File: src/rtl/countdown_timer_disp.sv
// countdown_timer_disp
//   MM:SS cooking-timer countdown with an 8-digit multiplexed 7-segment
//   display driver. Accepts start/stop/pause command pulses and a min/sec
//   preset, decrements once per TICK_DIV clocks, and raises done at 00:00.
// Ports:
//   clock    system clock, rising edge
//   reset    asynchronous active-low reset
//   start    pulse: load (IDLE/DONE) or resume (PAUSED)
//   stop     pulse: abort to IDLE (highest priority)
//   pause    pulse: toggle RUN/PAUSED
//   min,sec  binary preset, saturated to 99 / 59
//   done     high while in DONE
//   an       digit anodes, active low (only an[3:0] used)
//   dec_cat  {dp,g,f,e,d,c,b,a}, active low
module countdown_timer_disp #(
    parameter int unsigned TICK_DIV    = 100000000,
    parameter int unsigned REFRESH_DIV = 100000
) (
    input  logic       clock,
    input  logic       reset,
    input  logic       start,
    input  logic       stop,
    input  logic       pause,
    input  logic [6:0] min,
    input  logic [6:0] sec,
    output logic       done,
    output logic [7:0] an,
    output logic [7:0] dec_cat
);

    localparam int unsigned PW = (TICK_DIV > 1) ? $clog2(TICK_DIV) : 1;
    localparam int unsigned RW = (REFRESH_DIV > 1) ? $clog2(REFRESH_DIV) : 1;

    typedef enum logic [1:0] {S_IDLE, S_RUN, S_PAUSED, S_DONE} state_t;

    state_t        state, state_nxt;
    logic [6:0]    cnt_min, cnt_min_nxt;
    logic [5:0]    cnt_sec, cnt_sec_nxt;
    logic [PW-1:0] presc, presc_nxt;
    logic [6:0]    sat_min;
    logic [5:0]    sat_sec;
    logic          preset_nz;
    logic          tick;
    logic          last_tick;
    logic [6:0]    dec_min;
    logic [5:0]    dec_sec;

    // Tens/ones split by comparison against constant multiples of ten.
    function automatic logic [7:0] bcd2(input logic [6:0] v);
        logic [3:0] t;
        logic [6:0] o;
        t = '0;
        o = v;
        for (int unsigned i = 1; i <= 9; i++) begin
            if (v >= 7'(i * 10)) begin
                t = 4'(i);
                o = v - 7'(i * 10);
            end
        end
        return {t, o[3:0]};
    endfunction

    function automatic logic [7:0] seg7(input logic [3:0] d);
        case (d)
            4'd0:    seg7 = 8'hC0;
            4'd1:    seg7 = 8'hF9;
            4'd2:    seg7 = 8'hA4;
            4'd3:    seg7 = 8'hB0;
            4'd4:    seg7 = 8'h99;
            4'd5:    seg7 = 8'h92;
            4'd6:    seg7 = 8'h82;
            4'd7:    seg7 = 8'hF8;
            4'd8:    seg7 = 8'h80;
            4'd9:    seg7 = 8'h90;
            default: seg7 = 8'hFF;
        endcase
    endfunction

    always_comb begin
        sat_min   = (min > 7'd99) ? 7'd99 : min;
        sat_sec   = (sec > 7'd59) ? 6'd59 : sec[5:0];
        preset_nz = (sat_min != '0) || (sat_sec != '0);
        tick      = (presc == PW'(TICK_DIV - 1));
        last_tick = (cnt_min == '0) && (cnt_sec == 6'd1);
        if (cnt_sec != '0) begin
            dec_min = cnt_min;
            dec_sec = cnt_sec - 6'd1;
        end else begin
            dec_min = cnt_min - 7'd1;
            dec_sec = 6'd59;
        end
    end

    always_comb begin
        state_nxt   = state;
        cnt_min_nxt = cnt_min;
        cnt_sec_nxt = cnt_sec;
        presc_nxt   = presc;
        if (stop) begin
            state_nxt   = S_IDLE;
            presc_nxt   = '0;
            cnt_min_nxt = sat_min;
            cnt_sec_nxt = sat_sec;
        end else begin
            case (state)
                S_IDLE: begin
                    cnt_min_nxt = sat_min;
                    cnt_sec_nxt = sat_sec;
                    presc_nxt   = '0;
                    if (start && preset_nz) state_nxt = S_RUN;
                end
                S_RUN: begin
                    // The pause edge still advances the prescaler; the resume
                    // edge does not, so exactly TICK_DIV running edges per tick.
                    if (tick) begin
                        presc_nxt   = '0;
                        cnt_min_nxt = dec_min;
                        cnt_sec_nxt = dec_sec;
                        if (last_tick)  state_nxt = S_DONE;
                        else if (pause) state_nxt = S_PAUSED;
                    end else begin
                        presc_nxt = presc + 1'b1;
                        if (pause) state_nxt = S_PAUSED;
                    end
                end
                S_PAUSED: begin
                    if (start || pause) state_nxt = S_RUN;
                end
                S_DONE: begin
                    cnt_min_nxt = '0;
                    cnt_sec_nxt = '0;
                    if (start && preset_nz) begin
                        state_nxt   = S_RUN;
                        presc_nxt   = '0;
                        cnt_min_nxt = sat_min;
                        cnt_sec_nxt = sat_sec;
                    end
                end
                default: state_nxt = S_IDLE;
            endcase
        end
    end

    always_ff @(posedge clock or negedge reset) begin
        if (!reset) begin
            state   <= S_IDLE;
            cnt_min <= '0;
            cnt_sec <= '0;
            presc   <= '0;
            done    <= 1'b0;
        end else begin
            state   <= state_nxt;
            cnt_min <= cnt_min_nxt;
            cnt_sec <= cnt_sec_nxt;
            presc   <= presc_nxt;
            done    <= (state_nxt == S_DONE);
        end
    end

    // Display multiplexing
    logic [RW-1:0] rcnt;
    logic [1:0]    dig_sel;
    logic [7:0]    sec_bcd, min_bcd;
    logic [3:0]    digit;
    logic [7:0]    an_nxt, cat_nxt;

    always_comb begin
        sec_bcd = bcd2({1'b0, cnt_sec});
        min_bcd = bcd2(cnt_min);
        case (dig_sel)
            2'd0:    digit = sec_bcd[3:0];
            2'd1:    digit = sec_bcd[7:4];
            2'd2:    digit = min_bcd[3:0];
            default: digit = min_bcd[7:4];
        endcase
        an_nxt  = {4'hF, ~(4'b0001 << dig_sel)};
        cat_nxt = seg7(digit) & ((dig_sel == 2'd2) ? 8'h7F : 8'hFF);
    end

    always_ff @(posedge clock or negedge reset) begin
        if (!reset) begin
            rcnt    <= '0;
            dig_sel <= '0;
            an      <= '1;
            dec_cat <= '1;
        end else begin
            if (rcnt == RW'(REFRESH_DIV - 1)) begin
                rcnt    <= '0;
                dig_sel <= dig_sel + 2'd1;
            end else begin
                rcnt <= rcnt + 1'b1;
            end
            an      <= an_nxt;
            dec_cat <= cat_nxt;
        end
    end

endmodule

File: config.mk
export PLATFORM = sky130hd
export DESIGN_NAME = countdown_timer_disp
export DESIGN_NICKNAME = d
export VERILOG_FILES = /design/src/rtl/countdown_timer_disp.sv
export SDC_FILE = /design/constraint.sdc
export NUM_CORES = 1
export LEC_CHECK = 0
export CAP_MARGIN = 30
export CELL_PAD_IN_SITES_DETAIL_PLACEMENT = 2
export CELL_PAD_IN_SITES_GLOBAL_PLACEMENT = 2
export CORE_MARGIN = 4
export CORE_UTILIZATION = 39
export DETAILED_ROUTE_END_ITERATION = 10
export MAX_ROUTING_LAYER = met4
export PLACE_DENSITY = 0.92
export SYNTH_ARGS = -nofsm -noshare
export SYNTH_HDL_FRONTEND = slang
export SYNTH_SLANG_ARGS = --single-unit
File: constraint.sdc
create_clock -name clock -period 7 [get_ports clock]
set_input_delay 1.4 -clock clock [delete_from_list [all_inputs] [get_ports clock]]
set_output_delay 1.4 -clock clock [all_outputs]
set_load 0.01 [all_outputs]
[Word level (Yosys, flattened, before mapping)]
Memories as Yosys holds them, arrays and structs flattened.
Cells that the tools add are included.
Word-level totals
  ROM bits: 112
  register bits: 74
  memories: 1
  logic and storage cells: 145
  input port bits: 19
Operators by class
  magnitude comparators: 20
  muxes and demuxes: 62
  bitwise logic cells: 2
  reduce and logical (&&, ||, !) cells: 15
  shift-type cells: 1
  add/sub/neg operators: 23
  equality and inequality tests: 12
Memory list
  (no name shown): depth 16, width 7, read ports 1, clocked after Yosys merged registers in 0, wr ports 0, line 64  | case (d)
Operators by type and width (count)
  2-to-1 mux 4 bit: 34
  2-to-1 mux 27 bit: 3
  one-hot mux 27 bit (3 select lines): 1
  subtractor 4 bit, second input constant: 10
  2-to-1 mux 7 bit: 5
  2-to-1 mux 6 bit: 5
  adder 27 x 1 -> 27 bit, second input constant: 1
  == test 27 bit, second input constant: 1
  greater-or-equal comparator 6 x 7 -> 1 bit, second input constant: 3
  greater-or-equal comparator 7 x 6 -> 1 bit, second input constant: 3
  greater-or-equal comparator 7 bit, second input constant: 3
  one-hot mux 7 bit (3 select lines): 1
  greater-or-equal comparator 6 bit, second input constant: 3
  one-hot mux 6 bit (3 select lines): 1
  adder 17 x 1 -> 17 bit, second input constant: 1
  == test 17 bit, second input constant: 1
  2-to-1 mux 17 bit: 1
  subtractor 4 x 3 -> 4 bit, second input constant: 4
  greater-or-equal comparator 7 x 5 -> 1 bit, second input constant: 2
  greater-or-equal comparator 6 x 5 -> 1 bit, second input constant: 2
  2-to-1 mux 2 bit: 6
  one-hot mux 4 bit (3 select lines): 1
  nonzero test 6 bit: 2
  inequality test 3 bit, second input constant: 3
  27 further kinds: 38

[Logic depth before layout (Yosys ltp)]
Gate-level depths: netlist of run 1.
An unclocked memory read counts as a cell.
  word-level depth: 13
  depth in mapped cells: 14
  mapped depth without buffers: 13

[Worst setup path after synthesis of run 1]
No wires, ideal clock.
  path type: input-to-reg
  from: input min[3]
  to: register cnt_min[0]
  arrival: 3.265 ns
  path slack: 3.610 ns
  required time: 6.875 ns
  library setup time: 0.125 ns
  cell stages on the path: 8
  cells stage by stage: or3_1 or4_4 o41ai_4 nand2_1 a21o_1 o21ai_0 o21ai_1 mux2_2
Between the ends
  longest elaborated chain between the ends: 8
Ends and longest elaborated chain
  start, declared: line 24  | input logic [6:0] min,
  greater-than comparator 7 bit: line 80  | sat_min = (min > 7'd99) ? 7'd99 : min;
  2-to-1 mux 7 bit (*): line 80
  nonzero test 7 bit: line 82  | preset_nz = (sat_min != '0) || (sat_sec != '0);
  logical OR 1 bit: line 82
  logical AND 1 bit: line 132  | if (start && preset_nz) begin
  2-to-1 mux 7 bit: line 132
  one-hot mux 7 bit (3 select lines): line 105  | case (state)
  2-to-1 mux 7 bit (*): line 99  | if (stop) begin
  end signal, assigned: line 153  | cnt_min <= cnt_min_nxt;
  end, declared: line 37  | logic [6:0] cnt_min, cnt_min_nxt;
Mark *: on every way between the ends. The rest lies on a longest branch, timed or not.
A chain may end at the register's enable or synchronous reset.

[Worst setup path in the final report of run 1]
  from: input min[4]
  to: register cnt_sec[2]
Between the ends
  longest elaborated chain between the ends: 8
Ends and longest elaborated chain
  greater-than comparator 7 bit: line 80
  2-to-1 mux 7 bit (*): line 80
  nonzero test 7 bit (*): line 82
  logical OR 1 bit (*): line 82
  logical AND 1 bit (*): line 132
  2-to-1 mux 6 bit (*): line 132
  one-hot mux 6 bit (3 select lines) (*): line 105
  2-to-1 mux 6 bit (*): line 99
  end signal, assigned: line 154  | cnt_sec <= cnt_sec_nxt;
  end, declared: line 38  | logic [5:0] cnt_sec, cnt_sec_nxt;
Marked as above.

==> out/results.ini, run 1 <==
[run_status]
status = finished clean

[cts]
cts_tree = built
ctsHoldBuffers = 0
cts_buffers = 9
cts.sinks = 73
cts.path.max_buffers = 2
cts_max_level = 3
cts_root_buffer = clkbuf_16
cts-resized-gates = 0
path_clk_slew_ns = 0.07
postCtsSetupBuffers = 0
clk_latency_ns = 0.35

[synth]
synth_top_area_cell = dfrtp_1
yosysTopAreaCellShare = 0.303
syn_area_per_cell_um2 = 8.46
yosys_warnings = 0
netlist_top_cells_area = dfrtp_1 (30%), ha_1 (8.1%), dfstp_2 (5.6%), o21ai_0 (4.7%), nor2_1 (4.5%)
synth_cell_type_count = 75
ys_seq_area_frac = 0.359
syn_inst = 606
netlist_area_um2 = 5130
synth-seq-cells = 73
async_flop_share = 1.00
synth_edf_count = 0
synth_ff_type = dfrtp_1

[setup_path]
worstReg2RegStart = cnt_min[2]
critPathCapture = cnt_sec[2]
reg2reg_to = dec_cat[3]
cp.depth = 9
path_max_fanout = 6
crit_buf_inv = 1
crit_chain = clkdlybuf4s50_1 -> or3_1 -> or4_4 -> o41ai_4 -> nand2_1 -> a21oi_2 -> nor3b_1 -> a41oi_1 -> o21ai_0
required_ns = 7.21
path_delay_family = compound AO/OA/AOI/OAI gates
start_kind = input pin
reg2regPathDepth = 13
setup.worst_path.start = min[4]
slowest_delay_ns = 0.48
cp_slowest_cell = o41ai_4
reg2reg_slack_ns = 3.14
worstSetupEndpointType = flip-flop
arrival_ns = 4.28
worst-setup-path-type = in2reg

[min_path]
hp-class = reg2reg
holdPathStages = 1

[pwr]
cellPowerDensity_nw_per_um2 = 402
ir_worst_vdd_mv = 0.141
power_w = 0.00234
p_leak_nw = 2.31

[global_routing]
gr-total-overflow = 0
antenna_found_initial = 0
grt_max_degree = 74
grt_pass1_vias = 5466
grtUsageTotal = 0.266
grt_pass1_wl_um = 30400

[drt]
dr_wl_met2_um = 9660
drt_first_pass_iters = 4
met1_length_um = 7690
wl_met3_um = 530
ant_nets = 0
top_layer = met4
via_count = 4884
drtIter0Drc = 301
routed_wl_um = 18400
drc = 0
routedWlPerCell_um = 23.1
avgViaCountPerCell = 6.11

[floorplanning]
rows = 41
io_pins = 36
die-area_um2 = 15000
die_y_um = 123
die_w_um = 123
start_util = 0.403
core_area_um2 = 12700

[sta]
max_slew_margin = 0.325
finalSetupViolCount = 0
rsz0062_at_grt = false
tns_ns = 0
tightest_slew_ns = 1.01
max_freq_ghz = 0.246
clock_skew_ns = 0.0104
hold_violations = 0
min_period_ns = 4.07
period_share = 0.581
slew_violations = 0

[placed_design]
port_buffers = 31
gp_congestion = 0.885
dp_hpwl_um = 12500

[cells_and_area]
syn2layout_area_growth_pct = 13.9
n_antenna_cell = 0
drive_gt1_frac = 0.0702
nNetsFinal = 675

[flow_run]
max_cap_viol_count = 0

## worst register-to-register path: stages, from the launching register on
cell and delay [ns]:
dfrtp_1 0.66, inv_1 0.27, ha_1 0.41, nand2b_1 0.26
nand3_1 0.24, o311ai_1 0.22, a31oi_1 0.23, nand3b_1 0.14
a32o_1 0.38, inv_1 0.12, ha_1 0.34, inv_1 0.10
o21ai_1 0.08, mux2_2 0.32
## how the worst min path moves through the flow
stage,to,start,slack (ns)
after CTS,rcnt[0],rcnt[0],0.50
final,rcnt[0],rcnt[0],0.50
after global routing,rcnt[0],rcnt[0],0.53
after global placement,rcnt[4],rcnt[4],0.46
after floorplan,rcnt[4],rcnt[4],0.45
after detailed placement,rcnt[4],rcnt[4],0.47
## layer usage
metal	vias to the layer above	GRT usage
li1	2208	-
met4	0	0.103
met3	42	0.0475
met2	94	0.458
met1	2540	0.310
met5	-	-
## power by group
part,switching [W],leakage [nW],internal [W]
Sequential,0.000154,0.934,0.000503
Combinational,0.000767,1.23,0.000440
Clock,0.000187,0.142,0.000294
## area by class of cell
cell class | count | area [um^2]
clock inverter | 2 | 37.5
timing repair buffer | 32 | 335
tap | 172 | 215
multi-input combinational | 473 | 3020
clock buffer | 13 | 260
fill | 1442 | 6890
sequential | 73 | 1840
inverter | 34 | 128
## Yosys cell counts (3+ instances only)
cell type / instances
dfrtp_1: 62
nor2_1: 62
nand2_1: 50
o21ai_0: 48
a21oi_1: 39
inv_1: 34
ha_1: 33
nand3_1: 28
xnor2_1: 18
o21ai_1: 14
clkbuf_1: 12
nor3_1: 12
a31oi_1: 11
dfstp_2: 11
nand4_1: 10
or3_1: 10
and3_1: 8
buf_4: 8
nor4_1: 8
xor2_1: 8
buf_2: 7
nand2b_1: 7
nor2b_1: 7
and2_1: 5
mux2_2: 5
o31ai_1: 5
a21boi_0: 4
nor3b_1: 4
a21o_1: 3
a21oi_2: 3
a22o_1: 3
a22oi_1: 3
a2bb2oi_1: 3
a41oi_1: 3
o211ai_1: 3
o22ai_1: 3
## registers in the layout, indices dropped and copies added, names as in the netlist
name,flops
state,2
cnt_min,7
done,1
cnt_sec,6
dec_cat,8
rcnt,17
an,3
dig_sel,2
presc,27
## placed cells by master (no fill, tap or decap), types with 4 or more instances in the layout
| cell | synthesis | routed |
|---|---|---|
| dfstp_2 | 11 | 11 |
| and3_1 | 8 | 8 |
| nor3b_1 | 4 | 4 |
| nor3_1 | 12 | 12 |
| nand3_1 | 28 | 28 |
| inv_1 | 34 | 34 |
| nand2b_1 | 7 | 7 |
| conb_1 | 1 | 4 |
| xnor2_1 | 18 | 18 |
| a31oi_1 | 11 | 11 |
| nand2_1 | 50 | 50 |
| nor2b_1 | 7 | 7 |
| a21oi_1 | 39 | 39 |
| o31ai_1 | 5 | 5 |
| o21ai_1 | 14 | 14 |
| xor2_1 | 8 | 8 |
| dfrtp_1 | 62 | 62 |
| and2_1 | 5 | 5 |
| clkdlybuf4s50_1 | 0 | 30 |
| a21boi_0 | 4 | 4 |
| ha_1 | 33 | 33 |
| clkbuf_16 | 0 | 9 |
| nor2_1 | 62 | 62 |
| mux2_2 | 5 | 5 |
| nor4_1 | 8 | 8 |
| o21ai_0 | 48 | 48 |
| nand4_1 | 10 | 10 |
| or3_1 | 10 | 10 |
## stage by stage
stage	area [um^2]	hold WS [ns]	cells	util	setup slack [ns]
finish	5840	0.498	799	0.459	2.93
global route	5840	0.529	799	0.459	2.87
CTS	5810	0.503	798	0.457	2.99
detailed placement	5510	0.472	783	0.433	2.69
global placement	5510	0.464	783	0.433	2.84
floorplan	5140	0.446	609	-	3.61
## logic make-up (layout without fill, tap and decap cells)
logic type / after synthesis / count (layout) / synth area share
buffers and inverters: 63 / 81 / 0.0539
muxes: 5 / 5 / 0.0110
AOI/OAI and AO/OA: 180 / 180 / 0.232
other: 1 / 4 / 0.000732
DFF: 73 / 73 / 0.359
xor gates and xnor gates: 26 / 26 / 0.0444
adders and majority gates: 33 / 33 / 0.0805
and+or+nand+nor: 225 / 225 / 0.218
Power figures use the tool's default switching activity.
==> run 2, diff against run 1 <==
--- a/config.mk
+++ b/config.mk
@@ -9,10 +9,10 @@
 export CELL_PAD_IN_SITES_DETAIL_PLACEMENT = 2
 export CELL_PAD_IN_SITES_GLOBAL_PLACEMENT = 2
 export CORE_MARGIN = 4
-export CORE_UTILIZATION = 39
+export CORE_UTILIZATION = 37
 export DETAILED_ROUTE_END_ITERATION = 10
 export MAX_ROUTING_LAYER = met4
-export PLACE_DENSITY = 0.92
+export PLACE_DENSITY = 0.88
 export SYNTH_ARGS = -nofsm -noshare
 export SYNTH_HDL_FRONTEND = slang
 export SYNTH_SLANG_ARGS = --single-unit
==> constraint.sdc (replaced) <==
create_clock -name clock -period 4.02 [get_ports clock]
set_input_delay 0.804 -clock clock [delete_from_list [all_inputs] [get_ports clock]]
set_output_delay 0.804 -clock clock [all_outputs]
set_load 0.01 [all_outputs]
==> run 2 against run 1 <==
Non-clock buffer count increased by 6. Combinational power increased by 70%. Routed wire length decreased by 8.1%. Setup slack got worse by 2.5 ns. Cell count increased by 1.4%. Largest cell class unchanged.
==> out/results.ini, run 2 (same netlist as run 1, synthesis figures left out) <==
[pwr]
pwr-share-seq = 0.273  ; -0.007
ir_worst_vdd_mv = 0.261  ; +85%
switching_share = 0.449  ; -0.0234
combPwrFrac = 0.506  ; -0.009
switching_power_w = 0.00183  ; +65%
cellPowerDensity_nw_per_um2 = 689  ; +72%
p_int_w = 0.00224  ; +81%
p_leak_nw = 2.36  ; +2.0%
clkPwrFrac = 0.221  ; +0.016

[cts]
cts_root_buffer = clkbuf_16
cts_buffers = 9  ; unchanged
ctsHoldBuffers = 0  ; unchanged
cts.path.max_buffers = 2  ; unchanged
cts_max_level = 3  ; unchanged
path_clk_slew_ns = 0.07  ; about the same
clk_latency_ns = 0.35  ; about the same
cts.sinks = 73  ; unchanged
postCtsSetupBuffers = 0  ; unchanged
cts_tree = built
cts-resized-gates = 0  ; unchanged

[cells_and_area]
fill_cells = 1507  ; +4.5%
drive_gt1_frac = 0.0820  ; +0.0118
largestRegisters = presc (27), rcnt (17), dec_cat (8)
n_antenna_cell = 0  ; unchanged
nNetsFinal = 681  ; +0.89%
finish.utilization = 0.441  ; -0.0177
stdcell_count = 810  ; +1.4%
regMostFlops = presc
largest_register_ff_count = 27  ; unchanged
syn2layout_area_growth_pct = 15.3
layout_common_cells = nor2_1 (62), dfrtp_1 (62), nand2_1 (50)

[floorplanning]
die-area_um2 = 15800  ; +5.1%
die_y_um = 126  ; +2.5%
rows = 42  ; +2.4%
start_util = 0.383  ; -0.0204
io_pins = 36  ; unchanged
die_w_um = 126  ; +2.5%
core_area_um2 = 13400  ; +5.3%

[sta]
hold_violations = 0  ; unchanged
max_freq_ghz = 0.282
rsz0062_at_grt = false
hold_slack_ns = 0.278  ; -0.220 ns
period_share = 0.882
min_period_ns = 3.54
finalSetupViolCount = 0  ; unchanged
tightest_slew_ns = 0.827  ; -0.186 ns
clock_skew_ns = 0.00972  ; -0.000694 ns
tns_ns = 0  ; unchanged
max_slew_margin = 0.449  ; +0.124
slew_violations = 0  ; unchanged

[placed_design]
dp_hpwl_um = 11800  ; -5.6%
dp.cells = 793  ; +1.3%
gp_congestion = 0.891  ; +0.68%
port_buffers = 31  ; unchanged

[setup_path]
worst-setup-path-type = reg2reg
reg2reg_slack_ns = 0.48  ; -2.66 ns
worstSetupEndpointType = flip-flop
start_kind = flip-flop
path_max_fanout = 11  ; +5
required_ns = 4.29  ; -2.92 ns
arrival_ns = 3.82  ; -0.46 ns

[drt]
avgViaCountPerCell = 5.94  ; -2.8%
drtIter0Drc = 276  ; -8.3%
via_count = 4813  ; -1.5%
drt_first_pass_iters = 4  ; unchanged
drc = 0  ; unchanged
ant_nets = 0  ; unchanged
routedWlPerCell_um = 20.9  ; -9.3%
routed_wl_um = 16900  ; -8.1%

[min_path]
hp-class = in2async

[global_routing]
grt_pass1_wl_um = 28700  ; -5.7%
grt_max_degree = 74  ; unchanged
grtUsageTotal = 0.227  ; -0.0388
grt_pass1_vias = 5377  ; -1.6%
antenna_found_initial = 0  ; unchanged
gr-total-overflow = 0  ; unchanged

[flow_run]
max_cap_viol_count = 0  ; unchanged

[run_status]
status = finished clean

[run 2: cell types whose count changed in the layout (fill, tap and decap cells not counted), sizes merged]
cell,change
clkbuf,-2
clkinv,+3
buf,+6
bufinv,+1
clkinvlp,-1
[run 2: power groups by stage]
stage | clock network (W) | logic, W | registers (W)
2_1_floorplan | 0 | 0.00153 | 0.000985
3_3_place_gp | 0 | 0.00192 | 0.00111
3_5_place_dp | 0 | 0.00203 | 0.00112
4_1_cts | 0.000917 | 0.00206 | 0.00111
5_1_grt | 0.000954 | 0.00230 | 0.00114
6_report | 0.000901 | 0.00206 | 0.00111
[run 2: cell type report]
cell class	count	area (um^2)	area share
Timing Repair Buffer	38	380	0.0644
Multi-Input combinational cell	473	3020	0.511
Sequential cell	73	1840	0.311
Tap cell	176	220	0.0373
Clock inverter	5	78.8	0.0133
Clock buffer	11	243	0.0411
Inverter	34	128	0.0216
[run 2: through the flow]
step | worst slack (ns) | area [um^2] | power (W)
global route | 0.225 | 5910 | 0.00440
global placement | 0.481 | 5560 | 0.00303
finish | 0.476 | 5910 | 0.00407
detailed placement | 0.363 | 5560 | 0.00315
floorplan | 1.13 | 5140 | 0.00251
CTS | 0.414 | 5880 | 0.00409
[run 2: critical path: stages (launching register included)]
cell	delay (ns)
dfrtp_1	0.53
inv_1	0.27
ha_1	0.34
a211o_1	0.31
and2_1	0.24
a2111oi_0	0.64
o221ai_1	0.23
o21ai_1	0.26
buf_4	0.21
nand2_1	0.11
mux2_2	0.31
[run 2: metal layers]
layer | routed length, um | track usage
met1 | 7340 | 0.274
met4 | 307 | 0.0721
met3 | 421 | 0.0305
met5 | 0 | -
met2 | 8870 | 0.394
[run 2: final timing paths]
path	cells after the start	end	from
worst max register to register	10	dec_cat[0]	cnt_sec[1]
min in group clock	1	rcnt[4]	rcnt[4]
worst min register to register	1	rcnt[4]	rcnt[4]
max in group asynchronous	2	dec_cat[5]	reset
worst max-delay path	10	dec_cat[0]	cnt_sec[1]
worst min-delay path	1	cnt_sec[1]	reset
